### src/rtl/fma16_vec_player.sv
// fma16_vec_player: plays vectors from a synchronous vector memory into the
// combinational fma16 datapath and checks each result against its expected value.
// Ports:
//   clk, reset          clock, synchronous active-high reset
//   start, num_vec      run request and number of vectors to play
//   mem_en, mem_addr    vector-memory read port (1-cycle read latency)
//   mem_rdata           76-bit vector {x, y, z, ctrl, expected, flags}
//   x, y, z, mul, add,  registered fma16 operands and controls
//   negp, negz,
//   roundmode
//   result              fma16 output, combinational from the operands
//   busy, done, pass    run status
//   errors, vec_count   saturating mismatch count and checked-vector count
//   err_pulse           one-cycle pulse per mismatch
//   first_err_*         capture of the first failing vector
module fma16_vec_player #(
   parameter int ADDR_W = 14
) (
   input  logic              clk,
   input  logic              reset,
   input  logic              start,
   input  logic [ADDR_W-1:0] num_vec,
   output logic              mem_en,
   output logic [ADDR_W-1:0] mem_addr,
   input  logic [75:0]       mem_rdata,
   output logic [15:0]       x,
   output logic [15:0]       y,
   output logic [15:0]       z,
   output logic              mul,
   output logic              add,
   output logic              negp,
   output logic              negz,
   output logic [1:0]        roundmode,
   input  logic [15:0]       result,
   output logic              busy,
   output logic              done,
   output logic              pass,
   output logic [31:0]       errors,
   output logic [ADDR_W:0]   vec_count,
   output logic              err_pulse,
   output logic              first_err_valid,
   output logic [ADDR_W-1:0] first_err_idx,
   output logic [15:0]       first_err_result,
   output logic [15:0]       first_err_expected
);

   localparam logic [2:0] S_IDLE  = 3'd0;
   localparam logic [2:0] S_FETCH = 3'd1;
   localparam logic [2:0] S_APPLY = 3'd2;
   localparam logic [2:0] S_CHECK = 3'd3;
   localparam logic [2:0] S_DONE  = 3'd4;

   logic [2:0]        r_state;
   logic [ADDR_W-1:0] r_num;
   logic [ADDR_W-1:0] r_idx;
   logic [ADDR_W-1:0] r_addr;
   logic [15:0]       r_x;
   logic [15:0]       r_y;
   logic [15:0]       r_z;
   logic [5:0]        r_ctrl;
   logic [15:0]       r_exp;
   logic [31:0]       r_errors;
   logic [ADDR_W:0]   r_vcnt;
   logic              r_err_pulse;
   logic              r_done;
   logic              r_fev;
   logic [ADDR_W-1:0] r_fidx;
   logic [15:0]       r_fres;
   logic [15:0]       r_fexp;

   logic              w_mis;
   logic [ADDR_W-1:0] w_idx_nxt;
   logic              w_last;
   logic              w_unused;

   assign w_mis     = (result != r_exp);
   assign w_idx_nxt = r_idx + 1;
   assign w_last    = (w_idx_nxt == r_num);

   // ctrl[7:6] and the flag nibble are carried in the vector but never used.
   assign w_unused = ^{mem_rdata[27:26], mem_rdata[3:0]};

   always_ff @(posedge clk) begin
      if (reset) begin
         r_state     <= S_IDLE;
         r_num       <= '0;
         r_idx       <= '0;
         r_addr      <= '0;
         r_x         <= '0;
         r_y         <= '0;
         r_z         <= '0;
         r_ctrl      <= '0;
         r_exp       <= '0;
         r_errors    <= '0;
         r_vcnt      <= '0;
         r_err_pulse <= 1'b0;
         r_done      <= 1'b0;
         r_fev       <= 1'b0;
         r_fidx      <= '0;
         r_fres      <= '0;
         r_fexp      <= '0;
      end else begin
         r_err_pulse <= 1'b0;
         case (r_state)
            S_IDLE, S_DONE: begin
               if (start) begin
                  r_num    <= num_vec;
                  r_idx    <= '0;
                  r_errors <= '0;
                  r_vcnt   <= '0;
                  r_fev    <= 1'b0;
                  r_fidx   <= '0;
                  r_fres   <= '0;
                  r_fexp   <= '0;
                  if (num_vec == '0) begin
                     r_state <= S_DONE;
                     r_done  <= 1'b1;
                  end else begin
                     r_state <= S_FETCH;
                     r_done  <= 1'b0;
                     r_addr  <= '0;
                  end
               end
            end
            S_FETCH: begin
               r_state <= S_APPLY;
            end
            S_APPLY: begin
               r_x     <= mem_rdata[75:60];
               r_y     <= mem_rdata[59:44];
               r_z     <= mem_rdata[43:28];
               r_ctrl  <= mem_rdata[25:20];
               r_exp   <= mem_rdata[19:4];
               r_state <= S_CHECK;
            end
            S_CHECK: begin
               if (w_mis) begin
                  if (r_errors != '1) begin
                     r_errors <= r_errors + 1;
                  end
                  r_err_pulse <= 1'b1;
                  if (!r_fev) begin
                     r_fev  <= 1'b1;
                     r_fidx <= r_idx;
                     r_fres <= result;
                     r_fexp <= r_exp;
                  end
               end
               r_vcnt <= r_vcnt + 1;
               r_idx  <= w_idx_nxt;
               if (w_last) begin
                  r_state <= S_DONE;
                  r_done  <= 1'b1;
               end else begin
                  r_state <= S_FETCH;
                  r_addr  <= w_idx_nxt;
               end
            end
            default: begin
               r_state <= S_IDLE;
            end
         endcase
      end
   end

   assign mem_en    = (r_state == S_FETCH);
   assign mem_addr  = r_addr;
   assign x         = r_x;
   assign y         = r_y;
   assign z         = r_z;
   assign roundmode = r_ctrl[5:4];
   assign mul       = r_ctrl[3];
   assign add       = r_ctrl[2];
   assign negp      = r_ctrl[1];
   assign negz      = r_ctrl[0];
   assign busy      = (r_state == S_FETCH) ||
                      (r_state == S_APPLY) ||
                      (r_state == S_CHECK);
   assign done      = r_done;
   assign pass      = r_done && (r_errors == '0);
   assign errors    = r_errors;
   assign vec_count = r_vcnt;
   assign err_pulse = r_err_pulse;

   assign first_err_valid    = r_fev;
   assign first_err_idx      = r_fidx;
   assign first_err_result   = r_fres;
   assign first_err_expected = r_fexp;

endmodule

### config.mk
export PLATFORM = sky130hd
export DESIGN_NAME = fma16_vec_player
export DESIGN_NICKNAME = d
export VERILOG_FILES = /design/src/rtl/fma16_vec_player.sv
export SDC_FILE = /design/constraint.sdc
export NUM_CORES = 1
export LEC_CHECK = 0
export CORE_UTILIZATION = 35
export DETAILED_ROUTE_END_ITERATION = 10
export PLACE_DENSITY_LB_ADDON = 0.2
export RECOVER_POWER = 25
export SLEW_MARGIN = 20
export SYNTH_ARGS = -nofsm -noshare
export SYNTH_HDL_FRONTEND = slang
export SYNTH_SLANG_ARGS = --single-unit
### constraint.sdc
create_clock -name clk -period 7.5 [get_ports clk]
set_input_delay 1.125 -clock clk [delete_from_list [all_inputs] [get_ports clk]]
set_output_delay 1.125 -clock clk [all_outputs]
set_load 0.01 [all_outputs]
==> qor.yml, run 1 <==
run_status: "finished, violations left"
failed_checks: "design-rule violations, max-capacitance violations, max-slew violations"
grt_overflow_total: 0
gpl.final_weighted_congestion: 0.859
wl_per_cell_um: 16.6
multiInputGateArea_um2: 4660
boundaryPins: 276
htree_num_levels: 1
cell_row_count: 59
cts.sinks: 211
synth_ff_type: "sky130_fd_sc_hd__dfxtp_1"
chipWidth_um: 166
placement.setup.worst_slack_ps: 2770
worst-path-max-fanout: 95
grt_antenna_before_repair: 0
final_min_period_over_clock_period_pct: 62.7
syn_avg_cell_area_um2: 7.99
clock_insertion_delay_worst_skew_ps: 520
post_cts_hold_buffer_count: 0
timing.setup.tns_ps: 0
fin_util_pct: 49.3
cts_inserted_buffers: 24
port-buffer-count: 269
setup-violations-final: 0
routed_wl_um: 28900
powerDensity_nw_per_um2: 219
final_critical_path_setup_slack_ps: 2800
finish.instance_area_um2: 12900
dpl.cell_count: 1702
grt_setup_unrepaired: "no"
fraction_of_layout_cells_with_a_size_suffix_above_1_pct: 5.32
maximum_number_of_pins_on_one_net_before_global_route_repair: 96
detail_route.iter0.violations: 467
maxCapViolCount: 2
via_count: 8998
postSynthRegisterBits: 211
synth-async-reset-ratio_pct: 0
mostFrequentLayoutCell: "sky130_fd_sc_hd__clkdlybuf4s50_1"
cts_root_buffer: "sky130_fd_sc_hd__clkbuf_16"
final-seq-area_um2: 4220
syn2layout_area_growth_pct: 37.2
ant_nets: 0
synth_nets: 1292
clk_pin_slew_worst_paths_ps: 60
detail_route.drc_violations: 7
setup.worst_path.start_class: "primary input"
final-max-slew-violation-count: 161
synth_edf_count: 0
dieHeight_um: 166
synth-seq-area-share_pct: 44.9
grt_pass1_vias: 8241
synthesis.area_um2: 9420
hold_violations: 0
critPathArrivalTime_ps: 4920
post_cts_resized: 0
critical_path.endpoint_type: "flop"
required_time_at_the_worst_slack_endpoint_ps: 7720
synthesis.yosys.warnings: 0
antenna_fix_cells: 0
holdCritPathClass: "reg2reg"
fp.coreArea_um2: 26200
post_cts_buffers: 0
total_leakage_power_nw: 4.21
grt_usage_pct: 20.3
post_drt_via_cell_ratio: 5.16
placedInstanceArea_um2: 12100
worst_pin_slew_ps: 4090
layoutNonFillerInstCount: 1745
die_area_um2: 27600
layout.nets: 1506
max_clock_freq_mhz: 213
most_frequent_cells_in_the_layout: "267 x sky130_fd_sc_hd__clkdlybuf4s50_1, 247 x sky130_fd_sc_hd__nand2_1, 211 x sky130_fd_sc_hd__dfxtp_1, 168 x sky130_fd_sc_hd__a21oi_1, 73 x sky130_fd_sc_hd__nand3_1"
final.setup_skew_ps: 8.82
distinct_cell_type_count_after_synthesis: 75
detailedRoute.firstPassIterationCount: 10
grt_first_pass_wirelength_um: 45900
hpwlAfterDp_um: 19300
layout.filler_cells: 2522
ctsLongestPathBuffers: 3
ir_drop_v: 0.000160
clock_tree_from_tritoncts: "built"
period_needed_ps: 4700
initial_utilization_pct: 35.9
worstSetupPathType: "in2reg"
slew_headroom_pct: -173
synthCells: 1179
-- layer usage --
metal | wire [µm] | share of wire, % | up-vias | track usage (%)
met5 | 0 | 0 | - | 0
met4 | 539 | 1.9 | 0 | 4.75
met3 | 2160 | 7.5 | 32 | 6.03
met2 | 13400 | 46 | 221 | 33.1
met1 | 12800 | 44 | 4238 | 26.2
li1 | - | - | 4507 | -
-- cell type report --
cell class / count / area share (%)
multi-input cells: 855 / 36.1
flip-flops and latches: 211 / 32.7
clock inverters: 2 / 0.0774
clock buffers: 41 / 6.00
well taps: 335 / 3.24
inverters: 24 / 0.697
repair buffers: 277 / 21.2
-- registers in the layout (all words and copies together) (netlist names), 3 cells and up --
signal,count
z,16
r_state,3
r_num,14
y,16
errors,32
first_err_idx,14
x,16
r_idx,14
mem_addr,14
r_ctrl,6
first_err_expected,16
first_err_result,16
r_exp,16
vec_count,15
-- cell usage after synthesis (7+ instances only) --
library cell / number / area, µm²
sky130_fd_sc_hd__and3_1: 15 / 93.8
sky130_fd_sc_hd__or3_1: 17 / 106
sky130_fd_sc_hd__inv_1: 24 / 90.1
sky130_fd_sc_hd__nor2_1: 65 / 244
sky130_fd_sc_hd__buf_1: 9 / 33.8
sky130_fd_sc_hd__a21oi_1: 168 / 841
sky130_fd_sc_hd__nand3_1: 73 / 365
sky130_fd_sc_hd__clkbuf_1: 55 / 206
sky130_fd_sc_hd__nor3_1: 29 / 145
sky130_fd_sc_hd__xnor2_1: 49 / 429
sky130_fd_sc_hd__nor4_1: 19 / 119
sky130_fd_sc_hd__buf_2: 7 / 35.0
sky130_fd_sc_hd__dfxtp_1: 211 / 4220
sky130_fd_sc_hd__o21ai_0: 32 / 160
sky130_fd_sc_hd__nand4_1: 24 / 150
sky130_fd_sc_hd__nand2_1: 247 / 927
sky130_fd_sc_hd__o32ai_1: 14 / 123
-- per-stage QoR --
step	power, W	hold WS (ps)
2_1_floorplan	0.00148	448
3_3_place_gp	0.00169	438
3_5_place_dp	0.00169	444
4_1_cts	0.00286	453
5_1_grt	0.00295	466
6_report	0.00283	450
-- cells by family (layout without fill, tap and decap cells) --
| logic type | count (synthesis) | in the layout | share of synthesized area, % |
|---|---|---|---|
| adders and majority gates | 4 | 4 | 0.531 |
| and+or+nand+nor | 536 | 536 | 27.5 |
| buffers and inverters | 113 | 344 | 5.86 |
| AOI/OAI and AO/OA | 258 | 258 | 15.8 |
| xor gates and xnor gates | 52 | 52 | 4.84 |
| muxes | 5 | 5 | 0.571 |
| DFF | 211 | 211 | 44.9 |
-- power by group --
group / total, W / switching (W) / internal [W]
sequential: 0.00121 / 0.0000389 / 0.00117
combinational: 0.000450 / 0.000270 / 0.000181
clock: 0.00117 / 0.000469 / 0.000696
-- worst max-delay path: stages --
cell and delay, ps:
sky130_fd_sc_hd__buf_6 520, sky130_fd_sc_hd__clkbuf_1 2940, sky130_fd_sc_hd__nor4_1 230
-- worst paths after layout --
kind	start	to	slack (ps)	cells past startpoint
worst max-delay path	reset	r_state[2]$_SDFFE_PP0P_	2800	3
worst min-delay path	first_err_result[13]$_SDFFE_PP0P_	first_err_result[13]$_SDFFE_PP0P_	450	2
worst max register to register	r_state[2]$_SDFFE_PP0P_	r_exp[11]$_SDFFE_PP0P_	3550	5
worst min register to register	first_err_result[13]$_SDFFE_PP0P_	first_err_result[13]$_SDFFE_PP0P_	450	2
Note: power is estimated with default switching activity, not from simulation.
==> run 2: changes to the inputs <==
==> constraint.sdc (replaced) <==
create_clock -name clk -period 4.7 [get_ports clk]
set_input_delay 0.705 -clock clk [delete_from_list [all_inputs] [get_ports clk]]
set_output_delay 0.705 -clock clk [all_outputs]
set_load 0.01 [all_outputs]
==> run 2 against run 1 <==
The flow still finishes with violations (design-rule violations, max-capacitance violations, max-slew violations). Sequential share of layout area decreased by 0.13 points. Core utilization increased by 0.19 points. Power increased by 60%. Cell area increased by 0.39%. First-iteration DRC count increased by 25%.
==> qor.yml, run 2 (synthesized netlist as in run 1, its figures left out) <==
placement.setup.worst_slack_ps: 1160  # -1610 ps
dieHeight_um: 166  # unchanged
htree_num_levels: 1  # unchanged
run_status: "finished, violations left"
clock_power_share_pct: 41.2  # about the same
gpl.final_weighted_congestion: 0.857  # -0.23%
switching_share_pct: 27.1  # -0.43 points
chipWidth_um: 166  # unchanged
worst_hold_path.num_cells: 2  # unchanged
grt_antenna_before_repair: 2  # +2
detail_route.iter0.violations: 585  # +25%
clock_tree_from_tritoncts: "built"
grt_pass1_vias: 8527  # +3.5%
rrSetupSlack_ps: 1200  # -2350 ps
worstRegToRegCells: 8  # +3
critical_path.endpoint_type: "flop"
grt_setup_unrepaired: "no"
total_switching_power_w: 0.00122  # +57%
clk_pin_slew_worst_paths_ps: 50  # about the same
initial_utilization_pct: 35.9  # unchanged
via_count: 9008  # +0.11%
design_power_total_w: 0.00452  # +60%
period_needed_ps: 3870
powerDensity_nw_per_um2: 348  # +59%
slew_headroom_pct: -128  # +45 points
post_cts_buffers: 0  # unchanged
maxCapViolCount: 2  # unchanged
reg2reg_from: "r_idx[0]$_SDFFE_PP0P_"
detailedRoute.firstPassIterationCount: 8  # -2
mostFrequentLayoutCell: "sky130_fd_sc_hd__nand2_1"
holdCritPathClass: "reg2reg"
worst_r2r_endpoint: "mem_addr[5]$_SDFFE_PP0P_"
cell_row_count: 59  # unchanged
grt_usage_pct: 20.4  # +0.14 points
setup.worst_path.start_class: "primary input"
critPathArrivalTime_ps: 4080  # -840 ps
grt_first_pass_wirelength_um: 46400  # +1.1%
worstSetupPathType: "in2reg"
final-seq-area_um2: 4220  # unchanged
post_drt_via_cell_ratio: 5.14  # -0.23%
maximum_number_of_pins_on_one_net_before_global_route_repair: 76  # -21%
power_frac_comb_pct: 16.1  # +0.2 points
cts_root_buffer: "sky130_fd_sc_hd__clkbuf_16"
cts.sinks: 211  # unchanged
post_cts_resized: 0  # unchanged
worst_pin_slew_ps: 3420  # -672 ps
wl_per_cell_um: 16.5  # -0.53%
ctsLongestPathBuffers: 3  # unchanged
power_frac_seq_pct: 42.7  # about the same
final-max-slew-violation-count: 144  # -11%
layout.nets: 1512  # +0.40%
max_clock_freq_mhz: 258
final_min_period_over_clock_period_pct: 82.4
ir_drop_v: 0.000270  # +69%
worst-path-max-fanout: 75  # -21%
total_leakage_power_nw: 4.40  # +4.4%
setup-violations-final: 0  # unchanged
fp.coreArea_um2: 26200  # unchanged
detail_route.drc_violations: 7  # unchanged
cts_inserted_buffers: 25  # +4.2%
failed_checks: "design-rule violations, max-capacitance violations, max-slew violations"
ant_nets: 0  # unchanged
fin_util_pct: 49.5  # +0.19 points
timing.setup.tns_ps: 0  # unchanged
hpwlAfterDp_um: 19600  # +1.4%
boundaryPins: 276  # unchanged
syn2layout_area_growth_pct: 37.8
internal-power_w: 0.00330  # +61%
port-buffer-count: 269  # unchanged
largest_reg_flops: 32  # unchanged
layout.filler_cells: 2527  # +0.20%
die_area_um2: 27600  # unchanged
routed_wl_um: 28900  # -0.18%
most_frequent_cells_in_the_layout: "247 x sky130_fd_sc_hd__nand2_1, 221 x sky130_fd_sc_hd__clkdlybuf4s50_1, 211 x sky130_fd_sc_hd__dfxtp_1, 168 x sky130_fd_sc_hd__a21oi_1, 73 x sky130_fd_sc_hd__nand3_1"
clock_insertion_delay_worst_skew_ps: 510  # about the same
hold_violations: 0  # unchanged
required_time_at_the_worst_slack_endpoint_ps: 4910  # -2810 ps
fraction_of_layout_cells_with_a_size_suffix_above_1_pct: 5.59  # +0.27 points
final_critical_path_setup_slack_ps: 826  # -1970 ps
multiInputGateArea_um2: 4660  # about the same
post_cts_hold_buffer_count: 0  # unchanged
grt_overflow_total: 0  # unchanged
hold_path.startpoint: "y[13]$_SDFFE_PP0P_"
hold_path_end: "y[13]$_SDFFE_PP0P_"
final.setup_skew_ps: 10.8  # +1.98 ps
## run 2: cell count changes in the layout (fill, tap and decap cells not counted), moves of 2 or more
cell / previous run / this run
sky130_fd_sc_hd__clkdlybuf4s50_1: 267 / 221
sky130_fd_sc_hd__dlygate4sd3_1: 1 / 47
sky130_fd_sc_hd__buf_4: 6 / 10
sky130_fd_sc_hd__clkbuf_8: 9 / 7
sky130_fd_sc_hd__diode_2: 0 / 2
## run 2: final cells by class
class	count	share of cell area, %
sequential	211	32.6
multi-input combinational	855	35.9
clock buffer	39	5.77
antenna	2	0.0386
inverter	24	0.694
tap	335	3.23
clock inverter	3	0.309
timing repair buffer	282	21.5
## run 2: worst max path at each step
stage / startpoint / endpoint / slack, ps / cells past startpoint
5_1_grt: reset / vec_count[2]$_SDFFE_PP0P_ / 520 / 3
4_1_cts: r_idx[0]$_SDFFE_PP0P_ / mem_addr[5]$_SDFFE_PP0P_ / 1200 / 8
3_5_place_dp: result[15] / first_err_idx[5]$_SDFFE_PP0P_ / 1160 / 10
2_1_floorplan: r_idx[1]$_SDFFE_PP0P_ / mem_addr[3]$_SDFFE_PP0P_ / 2190 / 10
6_report: reset / vec_count[9]$_SDFFE_PP0P_ / 830 / 3
3_3_place_gp: result[15] / first_err_result[10]$_SDFFE_PP0P_ / 1180 / 10
## run 2: metal layers
layer / vias up / routed length [µm] / track usage [%]
li1: 4518 / - / -
met4: 0 / 606 / 5.28
met3: 41 / 2340 / 6.58
met1: 4196 / 12600 / 25.9
met2: 253 / 13300 / 33.4
met5: - / 0 / 0
## run 2: power groups by stage
stage	clock network, W	registers (W)	logic, W
6_report	0.00186	0.00193	0.000725
5_1_grt	0.00198	0.00194	0.000799
3_3_place_gp	0	0.00197	0.000732
3_5_place_dp	0	0.00197	0.000733
4_1_cts	0.00192	0.00193	0.000736
2_1_floorplan	0	0.00198	0.000390
## run 2: critical path, cell delays in order
cell and delay (ps):
sky130_fd_sc_hd__clkbuf_2 690, sky130_fd_sc_hd__clkbuf_1 2480, sky130_fd_sc_hd__a311oi_1 150
## run 2: per-stage QoR
stage / hold WS (ps) / cell area [µm²] / cells
2_1_floorplan: 448 / 9420 / 1179
3_3_place_gp: 436 / 12200 / 1706
3_5_place_dp: 446 / 12200 / 1706
4_1_cts: 454 / 13000 / 1748
5_1_grt: 465 / 13000 / 1751
6_report: 448 / 13000 / 1751
